File: config.mk
export PLATFORM = sky130hd
export DESIGN_NAME = spi_reg_ctrl
export DESIGN_NICKNAME = d
export VERILOG_FILES = /design/src/rtl/spi_pkg.sv /design/src/rtl/spi_sync_edge.sv /design/src/rtl/spi_reg_ctrl.sv
export SDC_FILE = /design/constraint.sdc
export NUM_CORES = 1
export LEC_CHECK = 0
export ABC_AREA = 1
export BUFFER_PORTS_ARGS = -buffer_cell sky130_fd_sc_hd__buf_4
export CAP_MARGIN = 30
export CORE_MARGIN = 10
export CORE_UTILIZATION = 51
export DETAILED_ROUTE_END_ITERATION = 16
export GPL_TIMING_DRIVEN = 1
export PLACE_DENSITY = 0.83
export SLEW_MARGIN = 0
export SYNTH_ARGS = -nofsm -noshare
export SYNTH_HDL_FRONTEND = slang
export SYNTH_SLANG_ARGS = --single-unit
File: constraint.sdc
create_clock -name sys_clk -period 1.9 [get_ports sys_clk]
set_input_delay 0.19 -clock sys_clk [delete_from_list [all_inputs] [get_ports sys_clk]]
set_output_delay 0.19 -clock sys_clk [all_outputs]
set_load 0.1 [all_outputs]
File: src/rtl/spi_pkg.sv
// Shared definitions for the SPI register controller: FSM states and
// command-byte field constants.
package spi_pkg;

    typedef enum logic [2:0] {
        ST_IDLE,
        ST_CMD,
        ST_WR,
        ST_RD,
        ST_ERR
    } state_t;

    localparam int         CMD_WR_BIT = 7;
    localparam logic [7:0] ERR_FILL   = 8'hFF;
    localparam int         ADDR_W     = 7;

endpackage

File: src/rtl/spi_sync_edge.sv
// N-flop synchroniser for an asynchronous level, with registered one-cycle
// rise and fall pulses derived from the synchronised level.
module spi_sync_edge #(
    parameter int STAGES = 2
) (
    input  logic clk,
    input  logic rst_n,
    input  logic d,
    output logic level,
    output logic rise,
    output logic fall
);

    logic [STAGES-1:0] sh;
    logic              prev;

    assign level = sh[STAGES-1];

    // Shift the async input through the chain, then register its edges
    always_ff @(posedge clk or negedge rst_n) begin
        if (!rst_n) begin
            sh   <= '0;
            prev <= 1'b0;
            rise <= 1'b0;
            fall <= 1'b0;
        end else begin
            sh   <= {sh[STAGES-2:0], d};
            prev <= sh[STAGES-1];
            rise <= sh[STAGES-1] & ~prev;
            fall <= ~sh[STAGES-1] & prev;
        end
    end

endmodule

File: src/rtl/spi_reg_ctrl.sv
// Command sequencer for the SPI slave byte engine: decodes the first byte of
// each frame as R/W + start address and runs auto-incrementing bursts against
// a local bank of 8-bit registers.
module spi_reg_ctrl
    import spi_pkg::*;
#(
    parameter int         NREGS       = 8,
    parameter logic [7:0] RESET_VAL   = 8'h00,
    parameter int         SYNC_STAGES = 2
) (
    input  logic                 sys_clk,
    input  logic                 rst_n,
    input  logic                 ss,
    input  logic                 spi_byte_rdy,
    input  logic [7:0]           spi_rx_byte,
    output logic [7:0]           spi_tx_byte,
    output logic                 spi_tx_load,
    output logic [8*NREGS-1:0]   reg_q,
    output logic                 reg_wr_stb,
    output logic [ADDR_W-1:0]    reg_wr_addr,
    output logic                 busy,
    output logic                 err
);

    localparam int IDX_W = (NREGS > 1) ? $clog2(NREGS) : 1;

    state_t            state;
    logic [ADDR_W-1:0] ptr;
    logic [7:0]        regs [NREGS];

    logic ss_level, ss_rise, ss_fall;
    logic rdy_level, byte_evt, rdy_fall;
    logic unused_sync;

    logic [ADDR_W-1:0] cmd_addr;
    logic              cmd_bad;

    assign unused_sync = &{1'b0, ss_level, rdy_level, rdy_fall};

    spi_sync_edge #(.STAGES(SYNC_STAGES)) u_ss_sync (
        .clk   (sys_clk),
        .rst_n (rst_n),
        .d     (ss),
        .level (ss_level),
        .rise  (ss_rise),
        .fall  (ss_fall)
    );

    spi_sync_edge #(.STAGES(SYNC_STAGES)) u_rdy_sync (
        .clk   (sys_clk),
        .rst_n (rst_n),
        .d     (spi_byte_rdy),
        .level (rdy_level),
        .rise  (byte_evt),
        .fall  (rdy_fall)
    );

    assign cmd_addr = spi_rx_byte[ADDR_W-1:0];
    assign cmd_bad  = (32'(cmd_addr) >= NREGS);

    // Burst pointer advance, wrapping from the last register back to zero
    function automatic logic [ADDR_W-1:0] next_addr(input logic [ADDR_W-1:0] a);
        return (a == ADDR_W'(NREGS - 1)) ? '0 : a + 1'b1;
    endfunction

    // Flatten the register bank onto the output bus
    for (genvar g = 0; g < NREGS; g++) begin : g_flat
        assign reg_q[8*g +: 8] = regs[g];
    end

    // Frame FSM, burst pointer, register bank and all registered outputs
    always_ff @(posedge sys_clk or negedge rst_n) begin
        if (!rst_n) begin
            state       <= ST_IDLE;
            ptr         <= '0;
            spi_tx_byte <= 8'h00;
            spi_tx_load <= 1'b0;
            reg_wr_stb  <= 1'b0;
            reg_wr_addr <= '0;
            busy        <= 1'b0;
            err         <= 1'b0;
            for (int i = 0; i < NREGS; i++) begin
                regs[i] <= RESET_VAL;
            end
        end else begin
            spi_tx_load <= 1'b0;
            reg_wr_stb  <= 1'b0;
            if (ss_fall && state != ST_IDLE) begin
                state <= ST_IDLE;
                busy  <= 1'b0;
            end else begin
                case (state)
                    ST_IDLE: begin
                        if (ss_rise) begin
                            state <= ST_CMD;
                            busy  <= 1'b1;
                            err   <= 1'b0;
                        end
                    end
                    ST_CMD: begin
                        if (byte_evt) begin
                            if (cmd_bad) begin
                                state       <= ST_ERR;
                                err         <= 1'b1;
                                spi_tx_byte <= ERR_FILL;
                                spi_tx_load <= 1'b1;
                            end else if (spi_rx_byte[CMD_WR_BIT]) begin
                                state <= ST_WR;
                                ptr   <= cmd_addr;
                            end else begin
                                state       <= ST_RD;
                                ptr         <= next_addr(cmd_addr);
                                spi_tx_byte <= regs[cmd_addr[IDX_W-1:0]];
                                spi_tx_load <= 1'b1;
                            end
                        end
                    end
                    ST_WR: begin
                        if (byte_evt) begin
                            regs[ptr[IDX_W-1:0]] <= spi_rx_byte;
                            reg_wr_stb           <= 1'b1;
                            reg_wr_addr          <= ptr;
                            ptr                  <= next_addr(ptr);
                        end
                    end
                    ST_RD: begin
                        if (byte_evt) begin
                            spi_tx_byte <= regs[ptr[IDX_W-1:0]];
                            spi_tx_load <= 1'b1;
                            ptr         <= next_addr(ptr);
                        end
                    end
                    ST_ERR: begin
                        if (byte_evt) begin
                            spi_tx_byte <= ERR_FILL;
                            spi_tx_load <= 1'b1;
                        end
                    end
                    default: begin
                        state <= ST_IDLE;
                        busy  <= 1'b0;
                    end
                endcase
            end
        end
    end

endmodule

Yosys cells after proc, flatten, opt, wreduce, memory -nomap -nowiden. Index checks and enable logic that the tools add are counted.

Register bits after elaboration: 102. Bits of input ports: 12. Output and inout bits: 83. Logic and storage cells: 116.

Add/sub/neg operators: 2. Magnitude comparators: 4. Equality and inequality tests: 18. Muxes and demuxes: 43. Bitwise gates (word level): 9. Reduce and logical (&&, ||, !) cells: 17.

Operators by type and width (count): 8-bit two-way mux (10); 64-bit bitwise mux (1); 8-bit binary-select mux with 3-bit select (2); 7-bit two-way mux (6); 8-bit demux with 3-bit select (1); 8-bit one-hot mux with 3 select lines (1); 7-bit by 1-bit adder with 7-bit output (second input constant) (2); 7-bit by 3-bit equality test with 1-bit output (second input constant) (2); 2-bit by 1-bit inequality test with 1-bit output (second input constant) (7); 7-bit one-hot mux with 2 select lines (1); 1-bit two-way mux (13); 3-bit two-way mux (4); 5-bit AND reduction (2); 3-bit one-hot mux with 3 select lines (1); 4-bit >= comparator (second input constant) (2); 3-bit NOT with 4-bit output (2); 7-bit by 4-bit >= comparator with 1-bit output (second input constant) (1); 3-bit by 2-bit equality test with 1-bit output (second input constant) (2); 3-bit by 2-bit inequality test with 1-bit output (second input constant) (2); 1-bit one-hot mux with 2 select lines (3); 3-bit AND reduction (2); 6-bit AND reduction (1); 3-bit nonzero test (2); 4-bit by 1-bit < comparator with 1-bit output (second input constant) (1); other kinds (13) (22).

Longest topological paths before layout. Gate-level depths: netlist of run 1.

Word-level depth: 8. Mapped depth: 11. Gate-level depth less buffers: 9.

By module. A second synthesis of run 1 with hierarchy kept.

Cells, all modules: 761. Area, all modules: 5733.0 um^2.

Modules (own cells, without submodules): spi_reg_ctrl (times used 1, cells each 743, area each 5452.7 um^2, seq. area each 2327.2 um^2); spi_sync_edge (times used 2, cells each 9, area each 140.1 um^2, seq. area each 125.1 um^2).

Worst setup path after synthesis of run 1. OpenSTA, ideal clock, no wires.

Kind: register to register. Start: register state[0]. End: register regs (netlist bit reg_q[23]). Setup time: 137 ps. Data arrival time: 1415 ps. Data required time: 1763 ps. Path slack: 348 ps. Stages on the path, launching flop included: 10. Path buffers: 1. Clock period less this slack: 1552 ps. Cells stage by stage: dfrtp_1 > nor2_4 > nand2_2 > nand2_4 > nand2_4 > nor2_8 > nand2_4 > buf_6 > nand2_1 > o21ai_2.

Word-level cells in the longest chain between the ends: 4. Elaborated cells on any way between the ends: 5. Those cells by class: eq/ne: 1; bitwise: 1; reduce/logical: 3.

RTL lines: from (decl) (RTL line spi_reg_ctrl.sv:27) `state_t state;`; from (signal assigned) (RTL line spi_reg_ctrl.sv:74) `state <= ST_IDLE;`; from (signal assigned) (RTL line spi_reg_ctrl.sv:89) `state <= ST_IDLE;`; from (signal assigned) (RTL line spi_reg_ctrl.sv:95) `state <= ST_CMD;`; 3-bit nonzero test (RTL line spi_reg_ctrl.sv:88) `if (ss_fall && state != ST_IDLE) begin`; 1-bit logical AND (RTL line spi_reg_ctrl.sv:88); 1-bit NOT (no source line); 3-bit AND reduction (no source line) (*); to (signal, indexed assignment) (RTL line spi_reg_ctrl.sv:120) `regs[ptr[IDX_W-1:0]] <= spi_rx_byte;`; to (decl) (RTL line spi_reg_ctrl.sv:29) `logic [7:0] regs [NREGS];`.

Mark *: on every way between the ends. The rest lies on a longest branch, timed or not. A chain may end at the register's enable or synchronous reset.

Worst setup path in the final report of run 1.
Start: register state[2]. End: register spi_tx_byte[4].

Word-level cells in the longest chain between the ends: 4. Elaborated cells on any way between the ends: 13. Those cells by class: eq/ne: 7; mux: 1; bitwise: 1; reduce/logical: 4.

RTL lines: branches (longest 4 deep; another with 6-bit AND reduction); to (signal assigned) (RTL line spi_reg_ctrl.sv:113) `spi_tx_byte <= regs[cmd_addr[IDX_W-1:0]];`; to (signal assigned) (RTL line spi_reg_ctrl.sv:128) `spi_tx_byte <= regs[ptr[IDX_W-1:0]];`; to (decl) (RTL line spi_reg_ctrl.sv:16) `output logic [7:0] spi_tx_byte,`.

Parallel ways; which one is timed is not known.

==> results of run 1 <==
cells in the mapped netlist:
| library cell | instances | share of area |
|---|---|---|
| a211oi_1 | 1 | 0.0013 |
| a21oi_1 | 3 | 0.0026 |
| a21oi_4 | 1 | 0.0029 |
| buf_1 | 4 | 0.0026 |
| buf_2 | 10 | 0.0088 |
| buf_4 | 1 | 0.0013 |
| buf_6 | 8 | 0.016 |
| clkbuf_1 | 11 | 0.0073 |
| clkinv_1 | 2 | 0.0013 |
| dfrtp_1 | 102 | 0.45 |
| ha_1 | 3 | 0.0066 |
| inv_1 | 78 | 0.052 |
| inv_2 | 4 | 0.0026 |
| nand2_1 | 283 | 0.19 |
| nand2_2 | 1 | 0.0011 |
| nand2_4 | 11 | 0.022 |
| nand3_1 | 99 | 0.087 |
| nand4_1 | 5 | 0.0055 |
| nor2_1 | 33 | 0.022 |
| nor2_2 | 2 | 0.0022 |
| nor2_4 | 1 | 0.0020 |
| nor2_8 | 2 | 0.0071 |
| nor3_4 | 1 | 0.0029 |
| o211ai_1 | 2 | 0.0026 |
| o21ai_0 | 26 | 0.023 |
| o21ai_1 | 28 | 0.025 |
| o21ai_2 | 36 | 0.056 |
| o22ai_1 | 1 | 0.0011 |
cell usage in the layout, fill, tap and decap left out:
cell type      synthesis  final
nor3_4                 1      1
dlygate4sd3_1          0      3
nor2_4                 1      1
ha_1                   3      3
a21oi_4                1      1
o21ai_0               26     26
clkinv_1               2      2
nor2_2                 2      2
a211oi_1               1      1
nand4_1                5      5
o21ai_1               28     28
buf_12                 0      5
nand2_1              283    283
clkbuf_1              11      2
inv_1                 78     78
o21ai_2               36     36
a21oi_1                3      3
o211ai_1               2      2
o22ai_1                1      1
nand2_4               11     11
dfrtp_1              102    102
inv_2                  4      4
buf_4                  1    113
nor2_8                 2      2
clkinvlp_4             0      2
nand3_1               99     99
clkbuf_8               0     12
nor2_1                33     33
nand2_2                1      1
what timing repair did:
action | in CTS | in global routing
setup buffers | 0 | 0
hold buffers | 3 | 0
endpoints found under the hold margin | 33 | 0
setup endpoints to repair | 0 | 0
area by class of cell:
type                            count  area [sq um]  area share
Inverter                           84           315      0.0463
Timing Repair Buffer              121           978       0.144
Clock buffer                       14           173      0.0253
Tap cell                          140           175      0.0257
Sequential cell                   102          2550       0.375
Multi-Input combinational cell    539          2610       0.382
Clock inverter                      2          15.0     0.00220
how the worst max path moves through the flow:
stage                         start                          to  cells after the start
5_1_grt        state[2]$_DFFE_PN0P_  spi_tx_byte[4]$_DFFE_PN0P_                      8
2_1_floorplan  state[0]$_DFFE_PN0P_       reg_q[23]$_DFFE_PN0P_                      9
3_3_place_gp   state[2]$_DFFE_PN0P_       reg_q[18]$_DFFE_PN0P_                      8
6_report       state[2]$_DFFE_PN0P_  spi_tx_byte[4]$_DFFE_PN0P_                      8
3_5_place_dp   state[2]$_DFFE_PN0P_  spi_tx_byte[4]$_DFFE_PN0P_                      8
4_1_cts        state[2]$_DFFE_PN0P_        reg_q[2]$_DFFE_PN0P_                      8
per-layer routing:
layer  share of wire  GRT usage
met4           0.030     0.0921
met1            0.43      0.300
met5               0          0
met3            0.11     0.0511
met2            0.43      0.307
through the flow:
step | total power, mW | utilization
after floorplan | 8.37 | -
after global placement | 10.0 | 0.606
after detailed placement | 10.1 | 0.606
after CTS | 11.4 | 0.626
after global routing | 12.0 | 0.626
final | 11.5 | 0.626
power by group:
part / total (mW) / internal, mW / leakage, nW / switching, mW
logic: 6.78 / 1.55 / 2.79 / 5.23
registers: 3.34 / 2.72 / 1.04 / 0.629
clock network: 1.33 / 0.586 / 0.0889 / 0.742
total: 11.5 / 4.85 / 3.92 / 6.60
worst max-delay path, delay by kind of cell, from the launching register on:
| family | cells | cell delay [ns] |
|---|---|---|
| AOI/OAI and AO/OA | 1 | 0.35 |
| DFF | 1 | 0.44 |
| buffers and inverters | 3 | 0.41 |
| and+or+nand+nor | 4 | 0.42 |
flip-flops by register name (all words and copies together), names as in the netlist:
signal,flops
ptr,7
err,1
spi_tx_load,1
reg_q,64
reg_wr_stb,1
state,3
busy,1
u_rdy_sync.sh,2
reg_wr_addr,7
u_ss_sync.prev,1
u_rdy_sync.rise,1
spi_tx_byte,8
u_ss_sync.sh,2
u_ss_sync.rise,1
u_rdy_sync.prev,1
u_ss_sync.fall,1
kinds of logic (layout without fill, tap and decap cells):
logic type                 Yosys count  count (layout)  share of synthesized area
AOI/OAI and AO/OA                   98              98                      0.114
adders and majority gates            3               3                    0.00661
buffers and inverters              118             221                     0.0915
DFF                                102             102                      0.450
and+or+nand+nor                    438             438                      0.339
==> flow_summary.toml, run 1 <==
[timing]
setup_tns_ns = 0
clock_skew_ns = 0.00602
finalHoldViolCount = 0
min_period_ns = 1.73
slew_violations = 0
grt_setup_unrepaired = "false"
fmax_ghz = 0.579
whs_ns = 0.226
fin_crit_sh = 0.909
worstMarginPinSlew_ns = 0.669
postLayoutSetupSlackWorst_ns = 0.173
setup_viol = 0
maxSlewHeadroom = 0.554

[cts]
insertion_delay_ns = 0.38
numCtsBuffers = 9
cts_tree = "yes"
cts.repair.resized = 0
cts_num_sinks = 102
cts_buffer_depth = 2
clkTransAtPathRegs_ns = 0.09
root_buffer = "clkbuf_8"
htree_levels = 3

[synth]
synth_cell_types = 28
netlist_area_sq_um = 5680
synth-warning-count = 0
avgSynthCellArea_sq_um = 7.48
ys_ff_latch = 102
synth-seq-area-share = 0.450
syn-instance-count = 759
synth_nets = 774

[setup_path]
crit_fanout = 10
reg2regPathDepth = 8
worstPathCellList = "inv_2 > nand3_1 > inv_2 > nand2_1 > a21oi_4 > inv_2 > nand2_1 > nand2_1"
setup.worst_path.class = "register to register"
r2r_slack_ns = 0.17
worstReg2RegEnd = "spi_tx_byte[4]$_DFFE_PN0P_"
cpPeakStageDelay_ns = 0.44
crit_arrival_ns = 1.99
slowest_stage = "dfrtp_1"
crit-reg2reg-launch = "state[2]$_DFFE_PN0P_"
worst_ep_required_time_ns = 2.17
cp-start-kind = "register"
end_kind = "register"

[worst_hold_path]
min_from = "spi_rx_byte[3]"
hp-class = "primary input to register"
whs_path_depth = 6
worst_hold_path.endpoint = "ptr[3]$_DFFE_PN0P_"

[global_route]
grt_use_total = 0.214
grt_pass1_vias = 4980
grt_pass1_wl_um = 27400
grt_max_degree = 43
antenna_found_initial = 0
overflow = 0

[cells_and_area]
antenna_cells = 0
final_area_sq_um = 6820
n_fill_cell = 979
fin_cells = 1002
nNetsFinal = 872
area_growth_pct = 20.0
drive_above_1_share = 0.222

[drt]
drc = 0
route.vias.total = 5389
firstDrtPassIters = 5
routed_wl_um = 17000
postRouteAntennaNets = 0
vias_per_cell = 5.38
drt-initial-drc-count = 736
wl_per_cell_um = 16.9

[placement]
dp_hpwl_um = 12400
dpl.cell_count = 983
pre_cts_ws_ns = 0.193
io_buffer_count = 94
placed_area_sq_um = 6600
gp_congestion = 0.946

[die]
initial_core_util = 0.521
core-area_sq_um = 10900
rows = 38
die_height_um = 126
fp.dieArea_sq_um = 15800
die_x_um = 126
pin_count = 95

[job]
maxCapViolCount = 0

[pwr]
power_density_nw_per_um2 = 1680
p_leak_nw = 3.92
vdd_drop_max_uv = 1380

[outcome]
status = "completed"
(Power assumes the default switching activity.)
==> inputs of run 2 (changes only) <==
- MAX_ROUTING_LAYER: unset -> met4
==> flow_summary.toml, run 2 (same netlist as run 1, synthesis figures left out) <==
[outcome]
status = "completed"

[worst_hold_path]
whs_path_depth = 6
hp-class = "primary input to register"
worst_hold_path.endpoint = "state[0]$_DFFE_PN0P_"
min_from = "spi_rx_byte[7]"

[pwr]
power_density_nw_per_um2 = 1690
comb_power_share = 0.587
p_seq_frac = 0.290
switching_share = 0.572
vdd_drop_max_uv = 1230
p_sw_mw = 6.56
clkPwrFrac = 0.123
internal_power_mw = 4.91
power.total_mw = 11.5
p_leak_nw = 3.91

[timing]
grt_setup_unrepaired = "false"
finalHoldViolCount = 0
postLayoutSetupSlackWorst_ns = 0.180
setup_tns_ns = 0
min_period_ns = 1.72
clock_skew_ns = 0.0113
worstMarginPinSlew_ns = 0.653
fmax_ghz = 0.581
setup_viol = 0
fin_crit_sh = 0.905
slew_violations = 0
maxSlewHeadroom = 0.564

[cells_and_area]
regArea_sq_um = 2550
area_growth_pct = 19.7
nNetsFinal = 870
antenna_cells = 0
fin_cells = 998
largest_reg_flops = 64
final_area_sq_um = 6800
multi_input_area_sq_um = 2610
final_cell_mix = "283 x nand2_1, 112 x buf_4, 102 x dfrtp_1"
final_common_cell = "nand2_1"
n_fill_cell = 998
drive_above_1_share = 0.220

[drt]
postRouteAntennaNets = 0
firstDrtPassIters = 5
vias_per_cell = 5.37
drt-initial-drc-count = 612
routed_wl_um = 16700
drc = 0
wl_per_cell_um = 16.7
route.vias.total = 5358

[setup_path]
worstReg2RegEnd = "reg_q[50]$_DFFE_PN0P_"
cp-startpoint = "state[2]$_DFFE_PN0P_"
worst_ep_required_time_ns = 2.15
setup.worst_path.class = "register to register"
crit_arrival_ns = 1.97
r2r_slack_ns = 0.18
critPathTopFamily = "simple AND/OR/NAND/NOR gates"
crit_top_cell = "nand2_4"
crit_fanout = 16
crit-reg2reg-launch = "state[2]$_DFFE_PN0P_"
critPathBufInv = 1
cp-start-kind = "register"
reg2regPathDepth = 8
worstPathCellList = "inv_2 > nand2_4 > nor3_4 > nand2_4 > nor2_8 > nand2_4 > nand2_1 > o21ai_2"
path_depth = 8
end_kind = "register"
cpPeakStageDelay_ns = 0.44
slowest_stage = "dfrtp_1"

[placement]
dp_hpwl_um = 12000
io_buffer_count = 94
placed_area_sq_um = 6570
pre_cts_ws_ns = 0.189
gp_congestion = 0.959
dpl.cell_count = 981

[die]
rows = 38
fp.dieArea_sq_um = 15800
core-area_sq_um = 10900
pin_count = 95
die_height_um = 126
die_x_um = 126
initial_core_util = 0.521

[global_route]
grt_max_degree = 103
antenna_found_initial = 0
overflow = 0
grt_pass1_wl_um = 26800
grt_pass1_vias = 5115
grt_use_total = 0.213

[cts]
clkTransAtPathRegs_ns = 0.09
insertion_delay_ns = 0.38
numCtsBuffers = 9
htree_levels = 3
cts_buffer_depth = 2
cts_tree = "yes"
cts_num_sinks = 102
cts.repair.resized = 0
root_buffer = "clkbuf_8"
post_cts_buffers = 0

[job]
maxCapViolCount = 0
==> run 2: cell count changes in the layout (fill, tap and decap cells not counted) <==
cell,change
clkbuf_1,-2
clkbuf_8,-1
buf_4,-1
buf_12,-1
bufinv_16,+1
==> run 2: worst max-delay path by stage <==
stage | slack [ns] | endpoint
after floorplan | 0.35 | reg_q[23]$_DFFE_PN0P_
after global placement | 0.20 | reg_q[18]$_DFFE_PN0P_
after detailed placement | 0.19 | reg_q[33]$_DFFE_PN0P_
after CTS | 0.18 | reg_q[33]$_DFFE_PN0P_
after global routing | 0.02 | reg_q[22]$_DFFE_PN0P_
final | 0.18 | reg_q[50]$_DFFE_PN0P_
==> run 2: area by class of cell <==
cell class              count  area share
clock buffers              11      0.0223
clock inverters             3     0.00663
inverters                  84      0.0464
multi-input cells         539       0.383
flip-flops and latches    102       0.376
well taps                 140      0.0258
repair buffers            119       0.140
==> run 2: per-stage QoR <==
stage	hold slack, ns	utilization
floorplan	-0.106	-
finish	0.223	0.624
global route	0.269	0.624
detailed placement	0.297	0.603
global placement	0.300	0.603
CTS	0.222	0.624
==> run 2: metal layers <==
metal	track usage	vias to the layer above	wire (um)
li1	-	2593	-
met2	0.302	277	7280
met3	0.0444	36	1680
met1	0.289	2452	7300
met4	0.0915	0	419
met5	-	-	0
==> run 2: worst min-delay path: stages <==
cell and delay [ns]:
buf_4 0.11, nor2_1 0.04, nand2_1 0.05, nand2_1 0.04, nand2_1 0.05, o21ai_0 0.06
==> run 2: power by group through the flow <==
stage / Clock (mW) / Combinational [mW] / Sequential (mW)
after floorplan: 0 / 2.04 / 6.33
after global placement: 0 / 6.66 / 3.33
after detailed placement: 0 / 6.72 / 3.35
after CTS: 1.41 / 6.74 / 3.31
after global routing: 1.49 / 7.16 / 3.40
final: 1.40 / 6.73 / 3.33
==> run 2: timing repair <==
action                                  in CTS  in global routing
endpoints found under the setup margin       0                  0
hold buffers                                 3                  0
hold endpoints to repair                   104                  0
==> inputs of run 3 (changes only) <==
- ABC_AREA: 1 -> 0
- PLACE_DENSITY: 0.83 -> 0.84
==> flow_summary.toml, run 3 <==
[setup_path]
cp-start-kind = "register"
worstReg2RegEnd = "reg_q[2]$_DFFE_PN0P_"
setup.worst_path.class = "register to register"
r2r_slack_ns = -0.02
end_kind = "register"
crit-reg2reg-launch = "state[2]$_DFFE_PN0P_"
reg2regPathDepth = 6
crit_fanout = 6
cpPeakStageDelay_ns = 0.39
worstPathCellList = "nand2b_4 > or3_4 > buf_8 > nor4_4 > buf_6 > mux2_2"
crit_arrival_ns = 2.19
slowest_stage = "dfrtp_1"
worst_ep_required_time_ns = 2.18

[cts]
cts_tree = "yes"
insertion_delay_ns = 0.39
cts_num_sinks = 102
root_buffer = "clkbuf_8"
numCtsBuffers = 9
htree_levels = 3
clkTransAtPathRegs_ns = 0.10
cts_buffer_depth = 2

[pwr]
vdd_drop_max_uv = 613
p_leak_nw = 3.23
power_density_nw_per_um2 = 909
power.total_mw = 6.22

[global_route]
gr-max-usage-layer = "met2"
grt_use_total = 0.215
grt_util_met2 = 0.340
overflow = 0
grt_pass1_wl_um = 24500
antenna_found_initial = 1
grt_pass1_vias = 4467
use_met3 = 0.0518
grt_max_degree = 57
met1_usage = 0.264

[job]
maxCapViolCount = 0

[synth]
synth.largest_area_cell = "dfrtp_1"
synth_cell_types = 53
synth_edf_count = 0
synth-seq-area-share = 0.485
netlist_area_sq_um = 5270
synth_nets = 455
synth_common_cells = "102 x dfrtp_1, 70 x mux2_2, 41 x nand2_1"
synth_area_leaders = "dfrtp_1 48%, mux2_2 15%, mux4_2 6.8%, nand2_1 2.9%, mux2i_1 2.3%"
ys_ff_latch = 102
ys.flop_type = "dfrtp_1"
syn-instance-count = 440
synth-warning-count = 0
synth_top_area_frac = 0.485
avgSynthCellArea_sq_um = 12.0
post-synth-top-count-cell = "dfrtp_1"
synthArstFlopShare = 1.00

[placement]
io_buffer_count = 94
gp_congestion = 0.945
dp_hpwl_um = 11100
dpl.cell_count = 693

[outcome]
status = "complete, but fails checks"
violations = "negative setup slack"

[cells_and_area]
area_growth_pct = 29.8
drive_above_1_share = 0.478
fin_cells = 717
largest_reg_flops = 64
final_common_cell = "buf_4"
nNetsFinal = 590
final_cell_mix = "143 x buf_4, 93 x dfrtp_1, 49 x mux2_2"
postLayoutCoreUtil = 0.671

[die]
die_x_um = 122
die_height_um = 122
core-area_sq_um = 10200
fp.dieArea_sq_um = 14800
pin_count = 95
rows = 37
initial_core_util = 0.517

[worst_hold_path]
whs_path_depth = 2
min_from = "spi_rx_byte[5]"
worst_hold_path.endpoint = "reg_q[61]$_DFFE_PN0P_"
hp-class = "primary input to register"

[drt]
postRouteAntennaNets = 0
vias_per_cell = 6.00
wl_per_cell_um = 21.8
firstDrtPassIters = 8
routed_wl_um = 15600
route.vias.total = 4301
drc = 0
drt-initial-drc-count = 413

[timing]
postLayoutSetupSlackWorst_ns = -0.0177
setup_viol = 4
clock_skew_ns = 0.0112
setup_tns_ns = -0.0623
fin_crit_sh = 1.01
fmax_ghz = 0.521
whs_ns = 0.135
worstMarginPinSlew_ns = 0.447
maxSlewHeadroom = 0.702
slew_violations = 0
finalHoldViolCount = 0
min_period_ns = 1.92
grt_setup_unrepaired = "true"
## run 3: changes by cell type after synthesis, moves of 16 or more
cell / previous run / this run
nand2_1: 283 / 41
nor2_1: 33 / 16
nand3_1: 99 / 7
mux2_2: 0 / 70
inv_1: 78 / 4
mux4_2: 0 / 16
o21ai_1: 28 / 0
o21ai_2: 36 / 0
## run 3: what timing repair did
item                                   CTS  global route
setup buffers                            0             4
endpoints found under the hold margin   28             0
pin swaps                                0             0
resized for setup                        7            27
setup endpoints to repair               47            46
hold buffers                             3             0
## run 3: worst max path at each step
stage | from | endpoint | slack [ns] | depth (start not counted)
finish | state[2]$_DFFE_PN0P_ | reg_q[2]$_DFFE_PN0P_ | -0.02 | 6
floorplan | u_ss_sync.fall$_DFF_PN0_ | reg_q[46]$_DFFE_PN0P_ | -0.04 | 6
CTS | state[2]$_DFFE_PN0P_ | reg_q[6]$_DFFE_PN0P_ | -0.05 | 6
global route | state[2]$_DFFE_PN0P_ | reg_q[2]$_DFFE_PN0P_ | -0.07 | 6
detailed placement | state[2]$_DFFE_PN0P_ | reg_q[6]$_DFFE_PN0P_ | -0.12 | 6
global placement | ptr[1]$_DFFE_PN0P_ | spi_tx_byte[3]$_DFFE_PN0P_ | -0.05 | 6
## run 3: area by class of cell
class,instances,area (sq um)
antenna,1,2.50
tap,136,170
multi-input combinational,300,2650
fill,766,3350
timing repair buffer,155,1240
clock inverter,5,42.5
sequential,102,2560
clock buffer,11,141
inverter,7,28.8
## run 3: report_power, final
part / internal [mW] / switching, mW / total (mW) / leakage (nW)
Clock: 0.527 / 0.783 / 1.31 / 0.0905
Combinational: 0.640 / 1.71 / 2.35 / 1.83
Sequential: 2.36 / 0.197 / 2.56 / 1.31
Total: 3.53 / 2.69 / 6.22 / 3.23
## run 3: worst max-delay path, delay by kind of cell (launching register included)
kind / cells / cell delay [ns]
buffers and inverters: 2 / 0.36
flip-flops: 1 / 0.39
AND/OR/NAND/NOR: 3 / 0.72
multiplexers: 1 / 0.34
## run 3: metrics by stage
stage	cell area [sq um]	setup slack, ns
global route	6840	-0.0660
finish	6840	-0.0177
global placement	6470	-0.0477
CTS	6710	-0.0465
detailed placement	6470	-0.121
floorplan	5290	-0.0416
## run 3: cells by family after synthesis
family | synth area share
xor gates and xnor gates | 0.00665
adders and majority gates | 0.00713
muxes | 0.241
buffers and inverters | 0.0323
DFF | 0.485
and+or+nand+nor | 0.124
AOI/OAI and AO/OA | 0.105
## run 3: metal layers
| layer | vias up | part of all wire |
|---|---|---|
| met5 | - | 0 |
| met4 | 0 | 0.018 |
| met3 | 25 | 0.072 |
| met2 | 197 | 0.50 |
| met1 | 2193 | 0.41 |
| li1 | 1886 | - |
